<file path="src/rtl/lcu_col_ram_arb.sv">
// Round-robin arbiter sharing one single-port column RAM between a writeback
// burst port and a reference-fetch burst port.
module lcu_col_ram_arb #(
    parameter int unsigned Word_Width = 32,
    parameter int unsigned Addr_Width = 6
) (
    input  logic                  clk,
    input  logic                  rst_n,
    input  logic                  wr_req_i,
    input  logic [Addr_Width-1:0] wr_addr_i,
    input  logic [Addr_Width-1:0] wr_len_i,
    input  logic [Word_Width-1:0] wr_data_i,
    output logic                  wr_ack_o,
    output logic                  wr_done_o,
    input  logic                  rd_req_i,
    input  logic [Addr_Width-1:0] rd_addr_i,
    input  logic [Addr_Width-1:0] rd_len_i,
    output logic                  rd_ack_o,
    output logic                  rd_valid_o,
    output logic [Word_Width-1:0] rd_data_o,
    output logic                  rd_done_o,
    output logic                  ram_cen_o,
    output logic                  ram_oen_o,
    output logic                  ram_wen_o,
    output logic [Addr_Width-1:0] ram_addr_o,
    output logic [Word_Width-1:0] ram_data_o,
    input  logic [Word_Width-1:0] ram_data_i,
    output logic                  busy_o
);

    typedef enum logic [1:0] {StIdle, StWr, StRd} state_e;

    state_e                state_q, state_d;
    logic [Addr_Width-1:0] addr_q, addr_d;
    logic [Addr_Width-1:0] cnt_q, cnt_d;
    logic                  prio_wr_q, prio_wr_d;
    logic                  rd_valid_q, rd_last_q;
    logic                  last_word;

    assign last_word = (cnt_q == '0);

    always_ff @(posedge clk or negedge rst_n) begin
        if (!rst_n) begin
            state_q    <= StIdle;
            addr_q     <= '0;
            cnt_q      <= '0;
            prio_wr_q  <= 1'b1;
            rd_valid_q <= 1'b0;
            rd_last_q  <= 1'b0;
        end else begin
            state_q    <= state_d;
            addr_q     <= addr_d;
            cnt_q      <= cnt_d;
            prio_wr_q  <= prio_wr_d;
            rd_valid_q <= (state_q == StRd);
            rd_last_q  <= (state_q == StRd) && last_word;
        end
    end

    always_comb begin
        state_d   = state_q;
        addr_d    = addr_q;
        cnt_d     = cnt_q;
        prio_wr_d = prio_wr_q;
        unique case (state_q)
            StIdle: begin
                // prio_wr_q holds the loser of the previous grant
                if (wr_req_i && (!rd_req_i || prio_wr_q)) begin
                    state_d   = StWr;
                    addr_d    = wr_addr_i;
                    cnt_d     = wr_len_i;
                    prio_wr_d = 1'b0;
                end else if (rd_req_i) begin
                    state_d   = StRd;
                    addr_d    = rd_addr_i;
                    cnt_d     = rd_len_i;
                    prio_wr_d = 1'b1;
                end
            end
            StWr, StRd: begin
                addr_d = addr_q + Addr_Width'(1);
                cnt_d  = cnt_q - Addr_Width'(1);
                if (last_word) begin
                    state_d = StIdle;
                end
            end
            default: state_d = StIdle;
        endcase
    end

    always_comb begin
        wr_ack_o   = (state_q == StWr);
        rd_ack_o   = (state_q == StRd);
        wr_done_o  = wr_ack_o && last_word;
        busy_o     = (state_q != StIdle);
        ram_cen_o  = !(wr_ack_o || rd_ack_o);
        ram_wen_o  = !wr_ack_o;
        ram_addr_o = (wr_ack_o || rd_ack_o) ? addr_q : '0;
        ram_data_o = wr_ack_o ? wr_data_i : '0;
        rd_valid_o = rd_valid_q;
        rd_done_o  = rd_last_q;
        rd_data_o  = rd_valid_q ? ram_data_i : '0;
        ram_oen_o  = !rd_valid_q;
    end

endmodule

</file>
<file path="config.mk">
export PLATFORM = sky130hd
export DESIGN_NAME = lcu_col_ram_arb
export DESIGN_NICKNAME = d
export VERILOG_FILES = /design/src/rtl/lcu_col_ram_arb.sv
export SDC_FILE = /design/constraint.sdc
export NUM_CORES = 1
export LEC_CHECK = 0
export CAP_MARGIN = 20
export CORE_MARGIN = 1
export CORE_UTILIZATION = 31
export DETAILED_ROUTE_END_ITERATION = 10
export PLACE_DENSITY_LB_ADDON = 0.12
export SLEW_MARGIN = 10
export SYNTH_ARGS = -nofsm -noshare
export SYNTH_HDL_FRONTEND = slang
export SYNTH_SLANG_ARGS = --single-unit
</file>
<file path="constraint.sdc">
create_clock -name clk -period 3.95 [get_ports clk]
set_input_delay 0.79 -clock clk [delete_from_list [all_inputs] [get_ports clk]]
set_output_delay 0.79 -clock clk [all_outputs]
set_load 0.05 [all_outputs]
</file>
### Word level (Yosys, flattened, before mapping)

Index checks and enable logic that the tools add are counted.

| storage, ports and cells | value |
|---|---|
| output and inout port bits | 79 |
| register bits | 17 |
| logic and storage cells | 45 |

| operators by class | value |
|---|---|
| mux-type cells | 15 |
| $add $sub $neg | 2 |
| equal/unequal tests | 4 |
| reduce and logical (&&, ||, !) cells | 18 |

Operator list:

| kind | count |
|---|---|
| 32-bit two-way mux | 2 |
| 6-bit two-way mux | 5 |
| 6-bit case mux with 2 select lines | 2 |
| 6-bit by 1-bit adder with 6-bit output (second input constant) | 1 |
| 6-bit logical NOT | 1 |
| 2-bit two-way mux | 3 |
| 2-bit AND reduction | 3 |
| 2-bit nonzero test | 3 |
| 6-bit by 1-bit subtractor with 6-bit output (second input constant) | 1 |
| 1-bit logical NOT | 4 |
| 2-bit case mux with 2 select lines | 1 |
| 1-bit logical AND | 3 |
| 3-bit != test (second input constant) | 1 |
| 2-bit by 1-bit == test with 1-bit output (second input constant) | 1 |
| 2-bit == test (second input constant) | 1 |
| 2-bit logical NOT | 1 |
| 1-bit logical OR | 2 |
| 1-bit two-way mux | 2 |
| 2-bit != test (second input constant) | 1 |
| 2-bit OR reduction | 1 |

### Depth between registers and ports, before layout

| logic depth | value |
|---|---|
| depth after elaboration | 5 |
| depth in mapped cells | 7 |
| mapped depth without buffers | 6 |

### Least setup slack after synthesis

No wires, ideal clock.

| path | value |
|---|---|
| path kind | reg2out |
| start point | register state_q[1] |
| end point | output wr_done_o |
| data arrival time | 2.561 ns |
| buffers on the path | 0 |
| slack | 0.599 ns |
| cell stages (with the launch flop) | 5 |
| cells stage by stage | dfrtp_1 inv_1 ha_1 inv_1 nor3_1 |

| between the ends | value |
|---|---|
| cells in the longest elaborated chain, start to end | 2 |

Ends and longest elaborated chain:

| what | RTL line | source |
|---|---|---|
| start, declared | 33 | `state_e state_q, state_d;` |
| start signal, assigned | 44 | `state_q <= StIdle;` |
| start signal, assigned | 51 | `state_q <= state_d;` |
| 2-bit by 1-bit == test with 1-bit output | 92 | `wr_ack_o = (state_q == StWr);` |
| net wr_ack_o | 13 | `output logic wr_ack_o,` |
| 1-bit logical AND | 94 | `wr_done_o = wr_ack_o && last_word;` |
| end, declared | 14 | `output logic wr_done_o,` |

The timed path passes the listed nets, and every way through them passes these cells.

### Worst setup path after layout

| path | value |
|---|---|
| start point | register state_q[1] |
| end point | output ram_addr_o[5] |

| between the ends | value |
|---|---|
| cells in the longest elaborated chain, start to end | 3 |
| elaborated cells between the ends (all ways) | 4 |
| classes of those cells | eq/ne: 2; mux: 1; reduce/logical: 1 |

Ends and longest elaborated chain:

| what | RTL line | source |
|---|---|---|
| 2-bit by 1-bit == test with 1-bit output or 2-bit == test (tied branches) | 92, 93 |  |
| 1-bit logical OR * | 98 | `ram_addr_o = (wr_ack_o \|\| rd_ack_o) ? addr_q : '0;` |
| 6-bit two-way mux * | 98 |  |
| end, declared | 25 | `output logic [Addr_Width-1:0] ram_addr_o,` |

Mark *: on every way between the ends. The rest lies on a longest branch, timed or not.

==> metrics.log <==
INFO  metric syn_nets = between 300 and 400
INFO  metric timing_worst_setup_path_type = flop to output pin
INFO  metric utilization = a little over two thirds
INFO  metric num_vias = roughly 2,100
INFO  metric ant_nets = 0
INFO  metric worstPathArrival = 2.60 ns
INFO  metric die_width = around 74 µm
INFO  metric grt_pass1_wl = 9600 µm
INFO  metric ctsLongestPathBuffers = 2
INFO  metric r2r_cells = 6
INFO  metric reg2reg_from = state_q[0]
INFO  metric die_y = between 70 and 80 µm
INFO  metric rows = 25
INFO  metric relSlewSlack = between 40% and 50%
INFO  metric cts_tree = yes
INFO  metric synth.cell_area = roughly 1600 µm²
INFO  metric timing.hold.worst.class = flop to flop
INFO  metric post_synth_inst_count = just over 200
INFO  metric dr.pass1.iters = 4
INFO  metric clock_tree.root_cell = sky130_fd_sc_hd__clkbuf_8
INFO  metric synth_cell_types = 42
INFO  metric drt_drc = 0
INFO  metric synth_enable_flop_cells = 0
INFO  metric start_kind = flop
INFO  metric syn-mean-instance-area = about 7.8 µm²
INFO  metric met3RoutedLength = about 570 µm
INFO  metric place_worst_setup_slack = between 0.8 and 0.9 ns
INFO  metric startpoint = state_q[1]
INFO  metric pin_count = between 150 and 200
INFO  metric yosys_most_used_dff = sky130_fd_sc_hd__dfrtp_1
INFO  metric maximum_number_of_pins_on_one_net_before_global_route_repair = 35
INFO  metric post-route-period-util = ~86%
INFO  metric antenna_found_initial = 0
INFO  metric routed_wirelength = about 6500 µm
INFO  metric initial_core_util = about 33%
INFO  metric cts-buffers-inserted = 3
INFO  metric postCtsHoldBufs = 0
INFO  metric finalSetupTns = 0 ns
INFO  metric route.top_layer_used = met4
INFO  metric final-max-slew-violation-count = 0
INFO  metric synth_seq_cells = 17
INFO  metric slew_of_the_pin_with_the_lowest_slew_margin = between 0.8 and 0.9 ns
INFO  metric maxClockFrequency = roughly 300 MHz
INFO  metric max_cap_violations = 0
INFO  metric cts_resized = 0
INFO  metric number_of_drc_markers_after_the_initial_detailed_route_iteration = 113
INFO  metric numPortBuffers = between 150 and 200
INFO  metric grt_setup_unrepaired = false
INFO  metric core_area = between 4000 and 5000 µm²
INFO  metric area_growth = 110%
INFO  metric grt.total_usage = 23.0%
INFO  metric fin_worst_skew = ~0.0031 ns
INFO  metric h_tree_lvl_count = 1
INFO  metric post_route_cells_drive_above_1_share = 4.35%
INFO  metric cts.reportedPaths.clkPinSlew = around 0.07 ns
INFO  metric num_antenna_cells = 0
INFO  metric post-dp-hpwl = approximately 5200 µm
INFO  metric sequential_fraction_of_the_synthesis_area = a little over a quarter
INFO  metric power.density = 759 nW/µm²
INFO  metric grt-ovfl-total = 0
INFO  metric routabilityCongestion = slightly above 0.8
INFO  metric synth_async_reset_ratio = 100%
INFO  metric vdd_ir_drop_max = approximately 0.71 mV
INFO  metric drt-wirelength-per-cell = 14.9 µm
INFO  metric crit_fanout = 27
INFO  metric post_drt_via_cell_ratio = just under 5
INFO  metric cts_num_sinks = 17
INFO  metric hold_path_startpoint = state_q[0]
INFO  metric nets = 467
INFO  metric endpoint_kind = output pin
INFO  metric finalSetupViolations = 0
INFO  metric m1WireLength = about 2500 µm
INFO  metric layout_setup_ws = 0.560 ns
INFO  metric timing.critical_path.required = 3.16 ns
INFO  metric outcome = finished clean
INFO  metric timing.hold.worst_path_depth = 1
INFO  metric leakage = 0.00135 µW
INFO  metric first_global_vias = about 1,800
INFO  metric setup_repair_bufs_after_cts = 0
INFO  metric full_die_area = between 5000 and 6000 µm²
INFO  metric post-route-min-period = 3.39 ns
INFO  metric clock_latency = about 0.25 ns
INFO  metric wl_met2 = 3360 µm
INFO  metric yosys_warnings = 0
INFO  metric finalHoldViolCount = 0
## cell usage in the layout (no fill, tap or decap), types with 6 or more instances in the layout
cell                                n
sky130_fd_sc_hd__dfrtp_1           16
sky130_fd_sc_hd__nand2_1           12
sky130_fd_sc_hd__and2_1            71
sky130_fd_sc_hd__o22ai_1            6
sky130_fd_sc_hd__clkdlybuf4s50_1  170
sky130_fd_sc_hd__nand3_1            7
sky130_fd_sc_hd__a211oi_1           6
sky130_fd_sc_hd__a21oi_1            8
sky130_fd_sc_hd__nor2_1             6
sky130_fd_sc_hd__inv_1              9
sky130_fd_sc_hd__ha_1               6
## worst max-delay path, stage by stage, from the launching register on
cell	delay, ns
sky130_fd_sc_hd__dfrtp_1	0.37
sky130_fd_sc_hd__inv_1	0.07
sky130_fd_sc_hd__ha_1	0.82
sky130_fd_sc_hd__and2_1	0.24
sky130_fd_sc_hd__clkdlybuf4s50_1	0.82
## synthesized netlist by cell type (2+ instances only)
cell type	instances	area (µm²)
sky130_fd_sc_hd__a21oi_1	8	40.0
sky130_fd_sc_hd__o21ai_1	3	15.0
sky130_fd_sc_hd__and2_1	71	444
sky130_fd_sc_hd__inv_1	9	33.8
sky130_fd_sc_hd__a211oi_1	6	45.0
sky130_fd_sc_hd__nor2_1	6	22.5
sky130_fd_sc_hd__mux2i_1	4	40.0
sky130_fd_sc_hd__o21ai_0	5	25.0
sky130_fd_sc_hd__ha_1	6	75.1
sky130_fd_sc_hd__nand3_1	7	35.0
sky130_fd_sc_hd__o22ai_1	6	37.5
sky130_fd_sc_hd__clkbuf_1	10	37.5
sky130_fd_sc_hd__nor3_1	5	25.0
sky130_fd_sc_hd__buf_2	2	10.0
sky130_fd_sc_hd__and3_1	5	31.3
sky130_fd_sc_hd__dfrtp_1	16	400
sky130_fd_sc_hd__nand2_1	12	45.0
## through the flow
stage          instance area [µm²]  total power (µW)  cells  hold WS (ns)
2_1_floorplan                 1610              1780    206         0.474
3_3_place_gp                  3350              2410    431         0.504
3_5_place_dp                  3350              2440    431         0.525
4_1_cts                       3390              2580    435         0.535
5_1_grt                       3390              2730    435         0.555
6_report                      3390              2570    435         0.532
## report_power, final
part / internal, µW / switching (µW) / total (µW)
Combinational: 754 / 1310 / 2070
Clock: 71.6 / 59.0 / 131
Sequential: 262 / 113 / 375
## sequential cells by signal, summed over array words and instances, names as in the netlist
signal      cells
addr_q          6
cnt_q           6
state_q         2
prio_wr_q       1
rd_done_o       1
rd_valid_o      1
## cell type report
class / instances / area [µm²]
repair buffers: 171 / 1710
fillers: 414 / 1460
multi-input cells: 167 / 1090
flip-flops and latches: 17 / 427
well taps: 67 / 83.8
clock buffers: 4 / 45.0
inverters: 9 / 33.8
## cells by family (layout without fill, tap and decap cells)
group           after synthesis  count (layout)  share of synthesized area [%]
simple gates                115             115                           42.2
compound gates               41              41                           17.5
buf+inv                      22             184                           5.75
flops                        17              17                           26.5
fa+ha+maj                     6               6                           4.66
mux                           5               5                           3.42
## metal layers
metal | track usage [%] | up-vias
met3 | 5.01 | 6
met2 | 41.6 | 106
met5 | 0 | -
met1 | 27.6 | 942
li1 | - | 1036
met4 | 5.34 | 0
## final timing paths
path	to	slack (ns)
worst min register to register	state_q[0]	0.53
min in group asynchronous	addr_q[4]	0.99
max in group asynchronous	rd_done_o	2.47
worst min-delay path	state_q[0]	0.53
worst max-delay path	ram_addr_o[5]	0.56
worst max register to register	cnt_q[3]	1.44
Power figures use the tool's default switching activity.
